===== config.mk =====
export PLATFORM = sky130hd
export DESIGN_NAME = pmod_ad_reader
export DESIGN_NICKNAME = d
export VERILOG_FILES = /design/src/rtl/pmod_pkg.sv /design/src/rtl/sclk_divider.sv /design/src/rtl/pmod_ad_reader.sv
export SDC_FILE = /design/constraint.sdc
export NUM_CORES = 1
export LEC_CHECK = 0
export ABC_AREA = 1
export BUFFER_PORTS_ARGS = -buffer_cell sky130_fd_sc_hd__buf_4
export CORE_MARGIN = 2
export CORE_UTILIZATION = 58
export DETAILED_ROUTE_END_ITERATION = 8
export PLACE_DENSITY = 0.81
export SLEW_MARGIN = 10
export SYNTH_ARGS = -nofsm -noshare
export SYNTH_HDL_FRONTEND = slang
export SYNTH_HIERARCHICAL = 1
export SYNTH_SLANG_ARGS = --single-unit

===== constraint.sdc =====
create_clock -name clk -period 2.12 [get_ports clk]
set_input_delay 0.106 -clock clk [delete_from_list [all_inputs] [get_ports clk]]
set_output_delay 0.106 -clock clk [all_outputs]
set_load 0.02 [all_outputs]

===== src/rtl/pmod_pkg.sv =====
// rtl/pmod_pkg.sv - shared types and frame constants for the PMOD ADC reader
//
// Holds the reader FSM state encoding and the serial frame geometry:
// a 16-bit frame of 4 leading zeros followed by a 12-bit unsigned result.

package pmod_pkg;

    typedef enum logic [1:0] {
        IDLE  = 2'd0,
        SETUP = 2'd1,
        SHIFT = 2'd2,
        DONE  = 2'd3
    } state_e;

    localparam int FRAME_BITS = 16;
    localparam int LEAD_ZEROS = 4;
    localparam int ADC_W      = 12;

endpackage


===== src/rtl/sclk_divider.sv =====
// rtl/sclk_divider.sv - SCLK half-period counter with end-of-half strobe
//
// Ports:
//   clk      : clock, rising edge
//   rst      : synchronous active-high reset
//   run      : count while high; counter held at 0 while low
//   half_end : strobe on the last clk cycle of each CLK_DIV-cycle half period

module sclk_divider
    import pmod_pkg::*;
#(
    parameter int CLK_DIV = 4
) (
    input  logic clk,
    input  logic rst,
    input  logic run,
    output logic half_end
);

    localparam logic [7:0] LAST = 8'(CLK_DIV - 1);

    logic [7:0] cnt_q;
    logic [7:0] cnt_d;

    always_comb begin
        cnt_d = cnt_q;
        if (!run || cnt_q == LAST) begin
            cnt_d = '0;
        end else begin
            cnt_d = cnt_q + 8'd1;
        end
    end

    always_ff @(posedge clk) begin
        if (rst) begin
            cnt_q <= '0;
        end else begin
            cnt_q <= cnt_d;
        end
    end

    assign half_end = run && (cnt_q == LAST);

endmodule


===== src/rtl/pmod_ad_reader.sv =====
// rtl/pmod_ad_reader.sv - periodic serial ADC reader with valid/ready output
//
// Ports:
//   clk, rst         : clock (rising edge) and synchronous active-high reset
//   en               : enables periodic conversions
//   clr              : clears the sticky overrun / frame_err flags
//   miso             : serial data from the ADC, MSB first
//   cs_n, sclk       : ADC chip select (active low) and serial clock (idle high)
//   sample           : last converted 12-bit value
//   sample_valid     : sample holds an unconsumed value
//   sample_ready     : consumer accepts sample when high with sample_valid
//   overrun          : sticky, a new sample replaced an unconsumed one
//   frame_err        : sticky, a frame had nonzero leading bits
//   busy             : a frame is in progress

module pmod_ad_reader
    import pmod_pkg::*;
#(
    parameter int CLK_DIV       = 4,
    parameter int SAMPLE_PERIOD = 1000
) (
    input  logic             clk,
    input  logic             rst,
    input  logic             en,
    input  logic             clr,
    input  logic             miso,
    output logic             cs_n,
    output logic             sclk,
    output logic [ADC_W-1:0] sample,
    output logic             sample_valid,
    input  logic             sample_ready,
    output logic             overrun,
    output logic             frame_err,
    output logic             busy
);

    localparam int BIT_W                = $clog2(FRAME_BITS);
    localparam logic [BIT_W-1:0] LAST_BIT = BIT_W'(FRAME_BITS - 1);
    localparam logic [15:0] PER_LAST      = 16'(SAMPLE_PERIOD - 1);

    state_e                state_q;
    logic                  cs_n_q;
    logic                  sclk_q;
    logic [FRAME_BITS-1:0] shift_q;
    logic [BIT_W-1:0]      bit_q;
    logic [15:0]           per_q;
    logic [15:0]           per_d;
    logic [ADC_W-1:0]      sample_q;
    logic                  valid_q;
    logic                  overrun_q;
    logic                  frame_err_q;

    logic half_end;
    logic div_run;
    logic start;
    logic publish;
    logic handshake;
    logic lead_nonzero;

    // Free-running period counter; it keeps counting through a frame so
    // successive cs_n falling edges stay exactly SAMPLE_PERIOD apart.
    always_comb begin
        per_d = per_q;
        if (!en || per_q == PER_LAST) begin
            per_d = '0;
        end else begin
            per_d = per_q + 16'd1;
        end
    end

    always_ff @(posedge clk) begin
        if (rst) begin
            per_q <= '0;
        end else begin
            per_q <= per_d;
        end
    end

    assign div_run      = (state_q == SETUP) || (state_q == SHIFT);
    assign start        = en && (per_q == PER_LAST);
    assign publish      = (state_q == DONE);
    assign handshake    = valid_q && sample_ready;
    assign lead_nonzero = |shift_q[FRAME_BITS-1 -: LEAD_ZEROS];

    sclk_divider #(
        .CLK_DIV (CLK_DIV)
    ) u_div (
        .clk      (clk),
        .rst      (rst),
        .run      (div_run),
        .half_end (half_end)
    );

    always_ff @(posedge clk) begin
        if (rst) begin
            state_q     <= IDLE;
            cs_n_q      <= 1'b1;
            sclk_q      <= 1'b1;
            shift_q     <= '0;
            bit_q       <= '0;
            sample_q    <= '0;
            valid_q     <= 1'b0;
            overrun_q   <= 1'b0;
            frame_err_q <= 1'b0;
        end else begin
            case (state_q)
                IDLE: begin
                    if (start) begin
                        state_q <= SETUP;
                        cs_n_q  <= 1'b0;
                    end
                end
                SETUP: begin
                    if (half_end) begin
                        state_q <= SHIFT;
                        sclk_q  <= 1'b0;
                        bit_q   <= '0;
                    end
                end
                SHIFT: begin
                    if (half_end) begin
                        if (!sclk_q) begin
                            // Rising SCLK edge: capture the bit the ADC set up
                            // during the low half.
                            sclk_q  <= 1'b1;
                            shift_q <= {shift_q[FRAME_BITS-2:0], miso};
                        end else if (bit_q == LAST_BIT) begin
                            state_q <= DONE;
                        end else begin
                            sclk_q <= 1'b0;
                            bit_q  <= bit_q + 1'b1;
                        end
                    end
                end
                DONE: begin
                    state_q  <= IDLE;
                    cs_n_q   <= 1'b1;
                    sample_q <= shift_q[ADC_W-1:0];
                end
                default: begin
                    state_q <= IDLE;
                end
            endcase

            // A publish always leaves valid set, even when it coincides with
            // the consumer taking the previous value.
            if (publish) begin
                valid_q <= 1'b1;
            end else if (handshake) begin
                valid_q <= 1'b0;
            end

            // Sticky flags: a set event on the same edge as clr wins.
            overrun_q   <= (overrun_q & ~clr) | (publish & valid_q & ~sample_ready);
            frame_err_q <= (frame_err_q & ~clr) | (publish & lead_nonzero);
        end
    end

    assign cs_n         = cs_n_q;
    assign sclk         = sclk_q;
    assign sample       = sample_q;
    assign sample_valid = valid_q;
    assign overrun      = overrun_q;
    assign frame_err    = frame_err_q;
    assign busy         = (state_q != IDLE);

endmodule


==> metrics <==
status complete, no violations; CTS buffer count 9; sw frac 0.2071; dpl hpwl 3.655 mm; total grt overflow 0; Worst VDD drop 581.2 µV; min Tclk post-route 1932 ps; Setup-failing EPs final 0; CTS tree done; sequential area share after synthesis 0.4536; drt via density 5.136; Final Max Slew Viols 0; clock latency on the worst-skew pair 340 ps; initial antenna violation count 0; vias in the first global route 2,054; Slew HR 0.5802; Slew @ Worst Pin 628.0 ps; maximum capacitance violations 0; crit-path cells inv_1 > ha_1 > inv_1 > nor3_2 > inv_1 > or2_1 > buf_4 > o21ai_0 > a21oi_1; internal power 1.800 mW; beginning of the worst register-to-register path state_q[0]$_SDFFE_PP0P_; f_max 517.7 MHz; Detail Route Antenna Nets 0; die area 5363 µm²; routed wire length 5.171 mm; Core Rows 25; routed length on met2 2.568 mm; Final period util 0.9112; worst hold stages 4; Hold Crit Class in -> reg; cell accounting for the most synthesized area dfxtp_1; Post-CTS Setup Bufs 0; WP data required 2340 ps; Worst-path clk slew 70 ps; Clock Tree Root clkbuf_8; core area 4661 µm²; largest net degree at the start of global routing 34; Slowest-stage cell, CP dfxtp_2; synthesized instance count 372; Layout fillers 394; NumNets Final 412; RSZ-0062 raised after global routing false; Die Ht 73.24 µm; CP Class reg -> reg; WL/cell 11.34 µm; Final Hold Fails 0; Clock Power Share 0.459; maximum clock path buffer count 2; Total Power 2.270 mW; DR top layer met4; Post-route DRC 0; delay of the slowest critical-path stage 360 ps; Min-Delay Startpoint clr; Synth Cell Area 2780 µm²; top cells by area, synth dfxtp_1 45%, a21oi_1 8.3%, inv_1 7.4%; Mapped Nets 386; top-area cell type share of the netlist area 0.4536; Finished Layout Cells 456; initial DRC count 113; met3 WL 182 µm; CP top delay family buffers and inverters; sequential power share 0.523; pwr/cell area 711.6 nW/µm²; first-pass GRT wire length 8.694 mm; met1 WL 2.295 mm; CP Launch Type flop; total track usage 0.2137; number of top-level pins 24; worst hold endpoint frame_err$_SDFF_PP0_; fraction of layout cells with a size suffix above 1 0.1443; Cell Count Post-Placement 440; NetSw 470.1 µW; Yosys warning count 6; Buf/Inv on CP 4; die width 73.24 µm; leakage power total 1.280 nW; RePlAce Congestion 0.8048; DR pass1 iterations 5; Yosys cell types 28; crit end category flop; Clock Skews 7.395 ps; n_diodes 0; FF-to-FF setup slack 190 ps; cell with the most instances on the worst path inv_1; Mean Syn Cell Area 7.474 µm²; Port Buffers 23; FF-to-FF path depth 9; CP Max Fanout 32; R2R Path End shift_q[14]$_SDFFE_PP0P_; DR vias 2,342; clock sink count 63; Yosys reg bits 63; Worst Path Arrival 2160 ps; Logic pwr share 0.018; Starting Density 0.5965; H-tree levels 3; area grow syn2layout 14.76%
-- how the worst max path moves through the flow --
stage,slack (ps),startpoint,depth (start not counted),end
floorplan,310,state_q[0]$_SDFFE_PP0P_,11,bit_q[2]$_SDFFE_PP0P_
global placement,210,state_q[0]$_SDFFE_PP0P_,11,bit_q[3]$_SDFFE_PP0P_
detailed placement,-20,state_q[0]$_SDFFE_PP0P_,11,bit_q[3]$_SDFFE_PP0P_
CTS,10,state_q[0]$_SDFFE_PP0P_,11,bit_q[3]$_SDFFE_PP0P_
global route,30,state_q[1]$_SDFFE_PP0P_,11,bit_q[3]$_SDFFE_PP0P_
finish,190,state_q[0]$_SDFFE_PP0P_,9,shift_q[14]$_SDFFE_PP0P_
-- cell usage in the layout (no fill, tap or decap), types with 4 or more instances in the layout --
master,instances
inv_1,55
o21ai_0,26
nand2_1,53
dfxtp_1,61
o21ai_2,5
xor2_1,5
a21oi_1,46
nor2_1,40
nand4_1,6
nor3_1,4
o21ai_1,9
clkbuf_8,11
buf_4,26
ha_1,8
nand3_1,22
-- power by group through the flow --
stage	Sequential [mW]	Combinational [mW]	Clock, mW
floorplan	1.21	0.0253	0
global placement	1.21	0.0395	0
detailed placement	1.21	0.0400	0
CTS	1.19	0.0418	1.06
global route	1.19	0.0460	1.11
finish	1.19	0.0419	1.04
-- flip-flops by register name, summed over array words and instances (netlist names) --
name,cells
sample,12
overrun,1
per_q,16
sample_valid,1
cs_n,1
bit_q,4
state_q,2
shift_q,16
u_div/cnt_q,8
frame_err,1
sclk,1
-- layer usage --
layer	vias up	global-route usage
li1	1247	-
met3	11	0.06630
met5	-	0
met1	1045	0.2548
met4	0	0.1193
met2	39	0.3403
-- timing repair --
action,4_1_cts,5_1_grt
endpoints found under the setup margin,2,19
cloned,0,0
hold buffers,1,0
endpoints found under the hold margin,4,0
resized for setup,1,5
-- stage by stage --
stage	util	cell area, µm²	setup TNS, ps	hold slack (ps)	setup slack (ps)
global route	0.6846	3191	0	60.74	26.54
floorplan	-	2780	0	175.1	308.7
detailed placement	0.6362	2965	-24.62	348.2	-24.62
global placement	0.6362	2965	0	337.3	213.5
CTS	0.6813	3176	0	20.65	11.99
finish	0.6846	3191	0	36.09	188.3
-- Yosys cell counts --
| cell type | number |
|---|---|
| xnor2_1 | 1 |
| nand3_1 | 22 |
| buf_6 | 4 |
| nor2_2 | 2 |
| or2_2 | 2 |
| nand2_2 | 1 |
| o21ai_0 | 26 |
| buf_1 | 1 |
| clkbuf_1 | 5 |
| inv_2 | 1 |
| ha_1 | 8 |
| nand4_1 | 6 |
| nand3b_1 | 1 |
| xor2_1 | 5 |
| o21ai_2 | 5 |
| inv_1 | 55 |
| dfxtp_1 | 63 |
| a21oi_1 | 46 |
| o21bai_4 | 1 |
| and3_1 | 1 |
| buf_2 | 2 |
| nand2_1 | 53 |
| nor2_1 | 42 |
| nor3b_1 | 1 |
| nand3_2 | 1 |
| or2_1 | 3 |
| o21ai_1 | 9 |
| nor3_1 | 5 |
-- worst min-delay path: stages --
cell and delay (ps):
buf_4 70, inv_1 40, nand2_1 50, a21oi_1 60
-- kinds of logic after synthesis --
| logic type | count (synthesis) | synth area share |
|---|---|---|
| AO/OA/AOI/OAI | 87 | 0.1683 |
| adder cells (fa/ha/maj) | 8 | 0.03601 |
| flip-flops | 63 | 0.4536 |
| AND/OR/NAND/NOR | 140 | 0.2196 |
| XOR/XNOR | 6 | 0.01890 |
| buffers and inverters | 68 | 0.1035 |
-- area by class of cell --
type | count | area (µm²) | area share
flip-flops and latches | 63 | 1264 | 0.3961
multi-input cells | 241 | 1246 | 0.3906
inverters | 56 | 210.2 | 0.06588
repair buffers | 27 | 205.2 | 0.06431
clock buffers | 12 | 155.1 | 0.04863
well taps | 54 | 67.56 | 0.02118
clock inverters | 3 | 42.54 | 0.01333
Note: power is estimated with default switching activity, not from simulation.
